File: src/rtl/neighbor_table.sv
// ============================================================================
// neighbor_table : register-based neighbour table with write/lookup/best-hop scan
// Rev 1.0
// ============================================================================
`default_nettype none

module neighbor_table #(
  parameter int MAX_NEIGHBORS = 16,
  parameter int WORD_WIDTH    = 16
) (
  input  logic                  clk,
  input  logic                  rst,
  input  logic                  wr_req,
  input  logic [WORD_WIDTH-1:0] nodeID,
  input  logic [WORD_WIDTH-1:0] nodeEnergy,
  input  logic [WORD_WIDTH-1:0] nodeHops,
  input  logic [WORD_WIDTH-1:0] nodeQValue,
  input  logic                  rd_req,
  input  logic [WORD_WIDTH-1:0] rd_id,
  input  logic                  scan_req,
  input  logic [WORD_WIDTH-1:0] myHops,
  input  logic                  clr,
  output logic [WORD_WIDTH-1:0] mSourceID,
  output logic [WORD_WIDTH-1:0] mHopsFromCH,
  output logic [WORD_WIDTH-1:0] mQValue,
  output logic [WORD_WIDTH-1:0] mEnergyLeft,
  output logic                  rd_hit,
  output logic [WORD_WIDTH-1:0] bestID,
  output logic [WORD_WIDTH-1:0] bestQValue,
  output logic                  best_valid,
  output logic [WORD_WIDTH-1:0] neighborCount,
  output logic                  busy,
  output logic                  done,
  output logic                  wr_drop
);

  localparam int AW = $clog2(MAX_NEIGHBORS);
  localparam int CW = AW + 1;
  localparam logic [CW-1:0] C_FULL = CW'(MAX_NEIGHBORS);

  typedef enum logic [2:0] {
    S_IDLE    = 3'd0,
    S_WSEARCH = 3'd1,
    S_WRITE   = 3'd2,
    S_RSEARCH = 3'd3,
    S_SCAN    = 3'd4,
    S_DONE    = 3'd5
  } state_t;

  state_t state_q, state_d;
  logic [CW-1:0] count_q, count_d;
  logic [AW-1:0] idx_q, idx_d, match_idx_q, match_idx_d;
  logic [WORD_WIDTH-1:0] op_id_q, op_id_d, op_energy_q, op_energy_d;
  logic [WORD_WIDTH-1:0] op_hops_q, op_hops_d, op_qv_q, op_qv_d, my_hops_q, my_hops_d;
  logic match_found_q, match_found_d, drop_q, drop_d;
  logic [WORD_WIDTH-1:0] m_src_q, m_src_d, m_hops_q, m_hops_d, m_qv_q, m_qv_d, m_energy_q, m_energy_d;
  logic rd_hit_q, rd_hit_d, best_valid_q, best_valid_d;
  logic [WORD_WIDTH-1:0] best_id_q, best_id_d, best_qv_q, best_qv_d;
  logic sc_found_q, sc_found_d;
  logic [WORD_WIDTH-1:0] sc_hops_q, sc_hops_d, sc_qv_q, sc_qv_d, sc_id_q, sc_id_d;

  logic [WORD_WIDTH-1:0] tbl_id_q     [MAX_NEIGHBORS];
  logic [WORD_WIDTH-1:0] tbl_energy_q [MAX_NEIGHBORS];
  logic [WORD_WIDTH-1:0] tbl_hops_q   [MAX_NEIGHBORS];
  logic [WORD_WIDTH-1:0] tbl_qv_q     [MAX_NEIGHBORS];
  logic          tbl_we;
  logic [AW-1:0] tbl_widx;

  logic [WORD_WIDTH-1:0] cur_id, cur_energy, cur_hops, cur_qv;
  logic empty, last, id_match, better;
  logic nxt_found;
  logic [WORD_WIDTH-1:0] nxt_hops, nxt_qv, nxt_id;

  assign cur_id     = tbl_id_q[idx_q];
  assign cur_energy = tbl_energy_q[idx_q];
  assign cur_hops   = tbl_hops_q[idx_q];
  assign cur_qv     = tbl_qv_q[idx_q];
  assign empty      = (count_q == '0);
  assign last       = (({1'b0, idx_q} + CW'(1)) == count_q);
  assign id_match   = (cur_id == op_id_q);

  // Candidate must be strictly closer to the CH; rank by fewest hops, then highest Q.
  assign better    = (cur_hops < my_hops_q) &&
                     (!sc_found_q || (cur_hops < sc_hops_q) ||
                      ((cur_hops == sc_hops_q) && (cur_qv > sc_qv_q)));
  assign nxt_found = sc_found_q | better;
  assign nxt_hops  = better ? cur_hops : sc_hops_q;
  assign nxt_qv    = better ? cur_qv   : sc_qv_q;
  assign nxt_id    = better ? cur_id   : sc_id_q;

  always_comb begin
    state_d       = state_q;
    count_d       = count_q;
    idx_d         = idx_q;
    match_idx_d   = match_idx_q;
    match_found_d = match_found_q;
    drop_d        = drop_q;
    op_id_d       = op_id_q;
    op_energy_d   = op_energy_q;
    op_hops_d     = op_hops_q;
    op_qv_d       = op_qv_q;
    my_hops_d     = my_hops_q;
    m_src_d       = m_src_q;
    m_hops_d      = m_hops_q;
    m_qv_d        = m_qv_q;
    m_energy_d    = m_energy_q;
    rd_hit_d      = rd_hit_q;
    best_id_d     = best_id_q;
    best_qv_d     = best_qv_q;
    best_valid_d  = best_valid_q;
    sc_found_d    = sc_found_q;
    sc_hops_d     = sc_hops_q;
    sc_qv_d       = sc_qv_q;
    sc_id_d       = sc_id_q;
    tbl_we        = 1'b0;
    tbl_widx      = idx_q;
    case (state_q)
      S_IDLE: begin
        idx_d  = '0;
        drop_d = 1'b0;
        if (clr) begin
          count_d = '0;
        end else if (wr_req) begin
          op_id_d       = nodeID;
          op_energy_d   = nodeEnergy;
          op_hops_d     = nodeHops;
          op_qv_d       = nodeQValue;
          match_found_d = 1'b0;
          match_idx_d   = '0;
          state_d       = S_WSEARCH;
        end else if (rd_req) begin
          op_id_d = rd_id;
          state_d = S_RSEARCH;
        end else if (scan_req) begin
          my_hops_d  = myHops;
          sc_found_d = 1'b0;
          sc_hops_d  = '0;
          sc_qv_d    = '0;
          sc_id_d    = '0;
          state_d    = S_SCAN;
        end
      end
      S_WSEARCH: begin
        if (!empty && id_match) begin
          match_found_d = 1'b1;
          match_idx_d   = idx_q;
          state_d       = S_WRITE;
        end else if (empty || last) begin
          state_d = S_WRITE;
        end else begin
          idx_d = idx_q + AW'(1);
        end
      end
      S_WRITE: begin
        if (match_found_q) begin
          tbl_we   = 1'b1;
          tbl_widx = match_idx_q;
        end else if (count_q != C_FULL) begin
          tbl_we   = 1'b1;
          tbl_widx = count_q[AW-1:0];
          count_d  = count_q + CW'(1);
        end else begin
          drop_d = 1'b1;
        end
        state_d = S_DONE;
      end
      S_RSEARCH: begin
        if (!empty && id_match) begin
          m_src_d    = cur_id;
          m_hops_d   = cur_hops;
          m_qv_d     = cur_qv;
          m_energy_d = cur_energy;
          rd_hit_d   = 1'b1;
          state_d    = S_DONE;
        end else if (empty || last) begin
          m_src_d    = '0;
          m_hops_d   = '0;
          m_qv_d     = '0;
          m_energy_d = '0;
          rd_hit_d   = 1'b0;
          state_d    = S_DONE;
        end else begin
          idx_d = idx_q + AW'(1);
        end
      end
      S_SCAN: begin
        if (empty) begin
          best_valid_d = 1'b0;
          best_id_d    = '0;
          best_qv_d    = '0;
          state_d      = S_DONE;
        end else begin
          sc_found_d = nxt_found;
          sc_hops_d  = nxt_hops;
          sc_qv_d    = nxt_qv;
          sc_id_d    = nxt_id;
          if (last) begin
            best_valid_d = nxt_found;
            best_id_d    = nxt_found ? nxt_id : '0;
            best_qv_d    = nxt_found ? nxt_qv : '0;
            state_d      = S_DONE;
          end else begin
            idx_d = idx_q + AW'(1);
          end
        end
      end
      S_DONE:  state_d = S_IDLE;
      default: state_d = S_IDLE;
    endcase
  end

  always_ff @(posedge clk or posedge rst) begin
    if (rst) begin
      state_q       <= S_IDLE;
      count_q       <= '0;
      idx_q         <= '0;
      match_idx_q   <= '0;
      match_found_q <= 1'b0;
      drop_q        <= 1'b0;
      op_id_q       <= '0;
      op_energy_q   <= '0;
      op_hops_q     <= '0;
      op_qv_q       <= '0;
      my_hops_q     <= '0;
      m_src_q       <= '0;
      m_hops_q      <= '0;
      m_qv_q        <= '0;
      m_energy_q    <= '0;
      rd_hit_q      <= 1'b0;
      best_id_q     <= '0;
      best_qv_q     <= '0;
      best_valid_q  <= 1'b0;
      sc_found_q    <= 1'b0;
      sc_hops_q     <= '0;
      sc_qv_q       <= '0;
      sc_id_q       <= '0;
    end else begin
      state_q       <= state_d;
      count_q       <= count_d;
      idx_q         <= idx_d;
      match_idx_q   <= match_idx_d;
      match_found_q <= match_found_d;
      drop_q        <= drop_d;
      op_id_q       <= op_id_d;
      op_energy_q   <= op_energy_d;
      op_hops_q     <= op_hops_d;
      op_qv_q       <= op_qv_d;
      my_hops_q     <= my_hops_d;
      m_src_q       <= m_src_d;
      m_hops_q      <= m_hops_d;
      m_qv_q        <= m_qv_d;
      m_energy_q    <= m_energy_d;
      rd_hit_q      <= rd_hit_d;
      best_id_q     <= best_id_d;
      best_qv_q     <= best_qv_d;
      best_valid_q  <= best_valid_d;
      sc_found_q    <= sc_found_d;
      sc_hops_q     <= sc_hops_d;
      sc_qv_q       <= sc_qv_d;
      sc_id_q       <= sc_id_d;
    end
  end

  // Table storage is not reset: entries beyond count_q are never looked at.
  always_ff @(posedge clk) begin
    if (tbl_we) begin
      tbl_id_q[tbl_widx]     <= op_id_q;
      tbl_energy_q[tbl_widx] <= op_energy_q;
      tbl_hops_q[tbl_widx]   <= op_hops_q;
      tbl_qv_q[tbl_widx]     <= op_qv_q;
    end
  end

  assign mSourceID     = m_src_q;
  assign mHopsFromCH   = m_hops_q;
  assign mQValue       = m_qv_q;
  assign mEnergyLeft   = m_energy_q;
  assign rd_hit        = rd_hit_q;
  assign bestID        = best_id_q;
  assign bestQValue    = best_qv_q;
  assign best_valid    = best_valid_q;
  assign neighborCount = WORD_WIDTH'(count_q);
  assign busy          = (state_q != S_IDLE);
  assign done          = (state_q == S_DONE);
  assign wr_drop       = (state_q == S_DONE) && drop_q;

endmodule

`default_nettype wire

File: config.mk
export PLATFORM = sky130hd
export DESIGN_NAME = neighbor_table
export DESIGN_NICKNAME = d
export VERILOG_FILES = /design/src/rtl/neighbor_table.sv
export SDC_FILE = /design/constraint.sdc
export NUM_CORES = 2
export LEC_CHECK = 0
export CELL_PAD_IN_SITES_DETAIL_PLACEMENT = 1
export CELL_PAD_IN_SITES_GLOBAL_PLACEMENT = 2
export CORE_MARGIN = 4
export CORE_UTILIZATION = 45
export DETAILED_ROUTE_END_ITERATION = 12
export MAX_ROUTING_LAYER = met4
export PLACE_DENSITY = 0.77
export REMOVE_ABC_BUFFERS = 1
export SETUP_SLACK_MARGIN = 0.1
export SLEW_MARGIN = 20
export SYNTH_ARGS = -nofsm -noshare
export SYNTH_HDL_FRONTEND = slang
export SYNTH_SLANG_ARGS = --single-unit
File: constraint.sdc
create_clock -name clk -period 11.44 [get_ports clk]
set_clock_uncertainty 0.2 [all_clocks]
set_input_delay 1.716 -clock clk [delete_from_list [all_inputs] [get_ports clk]]
set_output_delay 1.716 -clock clk [all_outputs]
set_load 0.005 [all_outputs]
==> flow_summary.yaml <==
run:
  maxCapViolations: 0
drt:
  ant_nets: 0
  wl_per_cell_um: 30.4
  wl_mm: 135
  drc: 0
  drt_iter0_markers: 2877
  vias: 26800
  routed_via_density: 6.01
  dr.pass1.iters: 5
synthesis:
  avgSynthCellArea_um2: 19.5
  ys_warn_count: 0
  ys_ff_latch: 1269
  synth-edff-count: 1024
  syn_inst: 2594
  ys.flop_type: "edfxtp_1"
  seq_area_frac_synth_pct: 72.8
  yosysUniqueCellTypes: 69
  synth-async-reset-ratio_pct: 19.3
  syn-cell-area_um2: 50700
critical_path:
  cp.arrival_ps: 7160
  setup.worst_path.end_class: "flip-flop"
  critical_path.top_delay_family: "simple AND/OR/NAND/NOR gates"
  required_ps: 11890
  worstSetupPathType: "flip-flop to flip-flop"
  path_buf_inv: 2
  start_kind: "flip-flop"
  max_stage_delay_ps: 1070
  reg2reg_depth: 13
  worstSetupPathDepth: 13
  crit_slowest_cell: "dfrtp_4"
  path_max_fanout: 162
  path_cells: "buf_12 > mux4_2 > mux4_2 > ha_1 > nand4_1 > or3_1 > nor4_1 > nor4_1 > a21oi_1 > o21ai_1 > nand2_2 > buf_4 > a22o_1"
sta:
  slew_headroom_pct: 25.4
  slew_violations: 0
  rsz0062_at_grt: "false"
  worst_pin_slew_ps: 1120
  final.min_clock_period_ps: 6720
  fmax_mhz: 149
  setup_ws_ps: 4720
  hold_ws_ps: 284
  fin_crit_sh_pct: 58.7
  hold_viol_final: 0
  setup_viol: 0
clock_tree:
  cts_buffer_depth: 3
  root_buffer: "clkbuf_16"
  clock_sinks: 1269
  holdBufCountCts: 0
  cts_tree: "built"
  htree_levels: 4
  ctsResizeCount: 0
  cts_inserted_buffers: 132
  post-cts-setup-buffers: 0
  worstSkewPairLatency_ps: 720
  clk_pin_slew_worst_paths_ps: 60
run_status:
  status: "complete, no violations"
placed_design:
  io_buffers: 207
  post_dp_cell_area_um2: 54600
  place.gp.congestion: 0.787
  dp_cells: 4210
  preCtsSetupSlack_ps: 4780
  dpl.hpwl_mm: 75.6
die:
  die-area_um2: 118000
  rows: 122
  die_h_um: 344
  initial_core_util_pct: 45.5
  ioPinCount: 219
  die_w_um: 344
  core_area_um2: 111000
cells_and_area:
  num_antenna_cells: 0
  instances_no_fill: 4455
  syn2layout_area_growth_pct: 16.4
  final_cell_area_um2: 59000
  drive_gt1_share_pct: 22.5
  nets: 3010
global_route:
  gr-usage-all-layers_pct: 23.8
  grt_pass1_vias: 28600
  antenna_found_initial: 0
  grt_pass1_wl_mm: 198
  grt_overflow_total: 0
  grt_max_degree: 163
power_and_ir_drop:
  power.density_nw_per_um2: 248
  irDropWorstVdd_mv: 0.181
  p_leak_nw: 19.9
worst_hold_path:
  hold_class: "flip-flop to flip-flop"
  whs_path_depth: 2
-- state kept, by name (all words and copies together) (netlist names), 256 cells and up --
| register | flops |
|---|---|
| tbl_energy_q | 256 |
| tbl_hops_q | 256 |
| tbl_id_q | 256 |
| tbl_qv_q | 256 |
-- path summary, 6_finish.rpt --
| path | end | from | slack [ps] |
|---|---|---|---|
| max in group asynchronous | op_id_q[6] | rst | 8340 |
| worst min register to register | bestID[12] | bestID[12] | 280 |
| min in group asynchronous | mHopsFromCH[1] | rst | 1270 |
| worst max-delay path | sc_hops_q[1] | idx_q[1] | 4720 |
| worst min-delay path | bestID[12] | bestID[12] | 280 |
| worst max register to register | sc_hops_q[1] | idx_q[1] | 4720 |
-- Yosys cell counts (all sizes together), types with 14 or more instances --
library cell	number	area [µm²]
a22o	111	972
ha	50	626
nor2	65	246
inv	72	270
mux2	75	845
nand3	21	105
nor3	14	70.1
o21ai	59	295
mux2i	78	781
a21oi	50	250
edfxtp	1024	30700
mux4	304	6850
buf	81	509
o22ai	14	87.6
clkbuf	66	248
dfrtp	245	6130
nand2	106	400
-- worst min-delay path, cell delays in order (launching register included) --
cell     delay, ps
dfrtp_1        350
nand2_1         50
o21ai_0         60
-- stage by stage --
step / power, W / setup TNS (ps) / utilization [%]
after global placement: 0.0102 / 0 / 49.0
final: 0.0146 / 0 / 53.0
after floorplan: 0.00938 / -451460 / -
after CTS: 0.0147 / 0 / 52.9
after detailed placement: 0.0104 / 0 / 49.0
after global routing: 0.0153 / 0 / 53.0
-- placed cells by master, fill, tap and decap left out, types with 57 or more instances in the layout --
master and count:
inv_1 69, mux4_2 304, dfrtp_1 241, clkbuf_16 136, edfxtp_1 1024, mux2_2 74, clkdlybuf4s50_1 207, mux2i_1 78
a22o_1 111, o21ai_0 57, nand2_1 103
-- report_power, final --
group	leakage (nW)	internal (W)	switching, W
sequential	12.4	0.00599	0.000801
combinational	5.38	0.00163	0.00191
clock	2.10	0.00252	0.00175
-- layout make-up --
class	instances	area, µm²
fill	9854	52300
sequential	1269	36900
multi-input combinational	1116	13000
clock buffer	182	3700
timing repair buffer	267	2640
tap	1488	1860
clock inverter	61	642
inverter	72	280
-- kinds of logic after synthesis --
family / after synthesis / share of synthesized area [%]
flip-flops: 1269 / 72.8
multiplexers: 457 / 16.7
AO/OA/AOI/OAI: 308 / 4.38
AND/OR/NAND/NOR: 269 / 2.48
buffers and inverters: 219 / 2.03
adder cells (fa/ha/maj): 50 / 1.23
XOR/XNOR: 21 / 0.363
other: 1 / 0.00740
-- per-layer routing --
layer	share of wire, %	vias up	global-route usage [%]
li1	-	11000	-
met1	43	14500	33.9
met2	48	1108	37.0
met3	6.9	182	3.55
met4	1.9	0	5.43
met5	0	-	-
(Power assumes the default switching activity.)
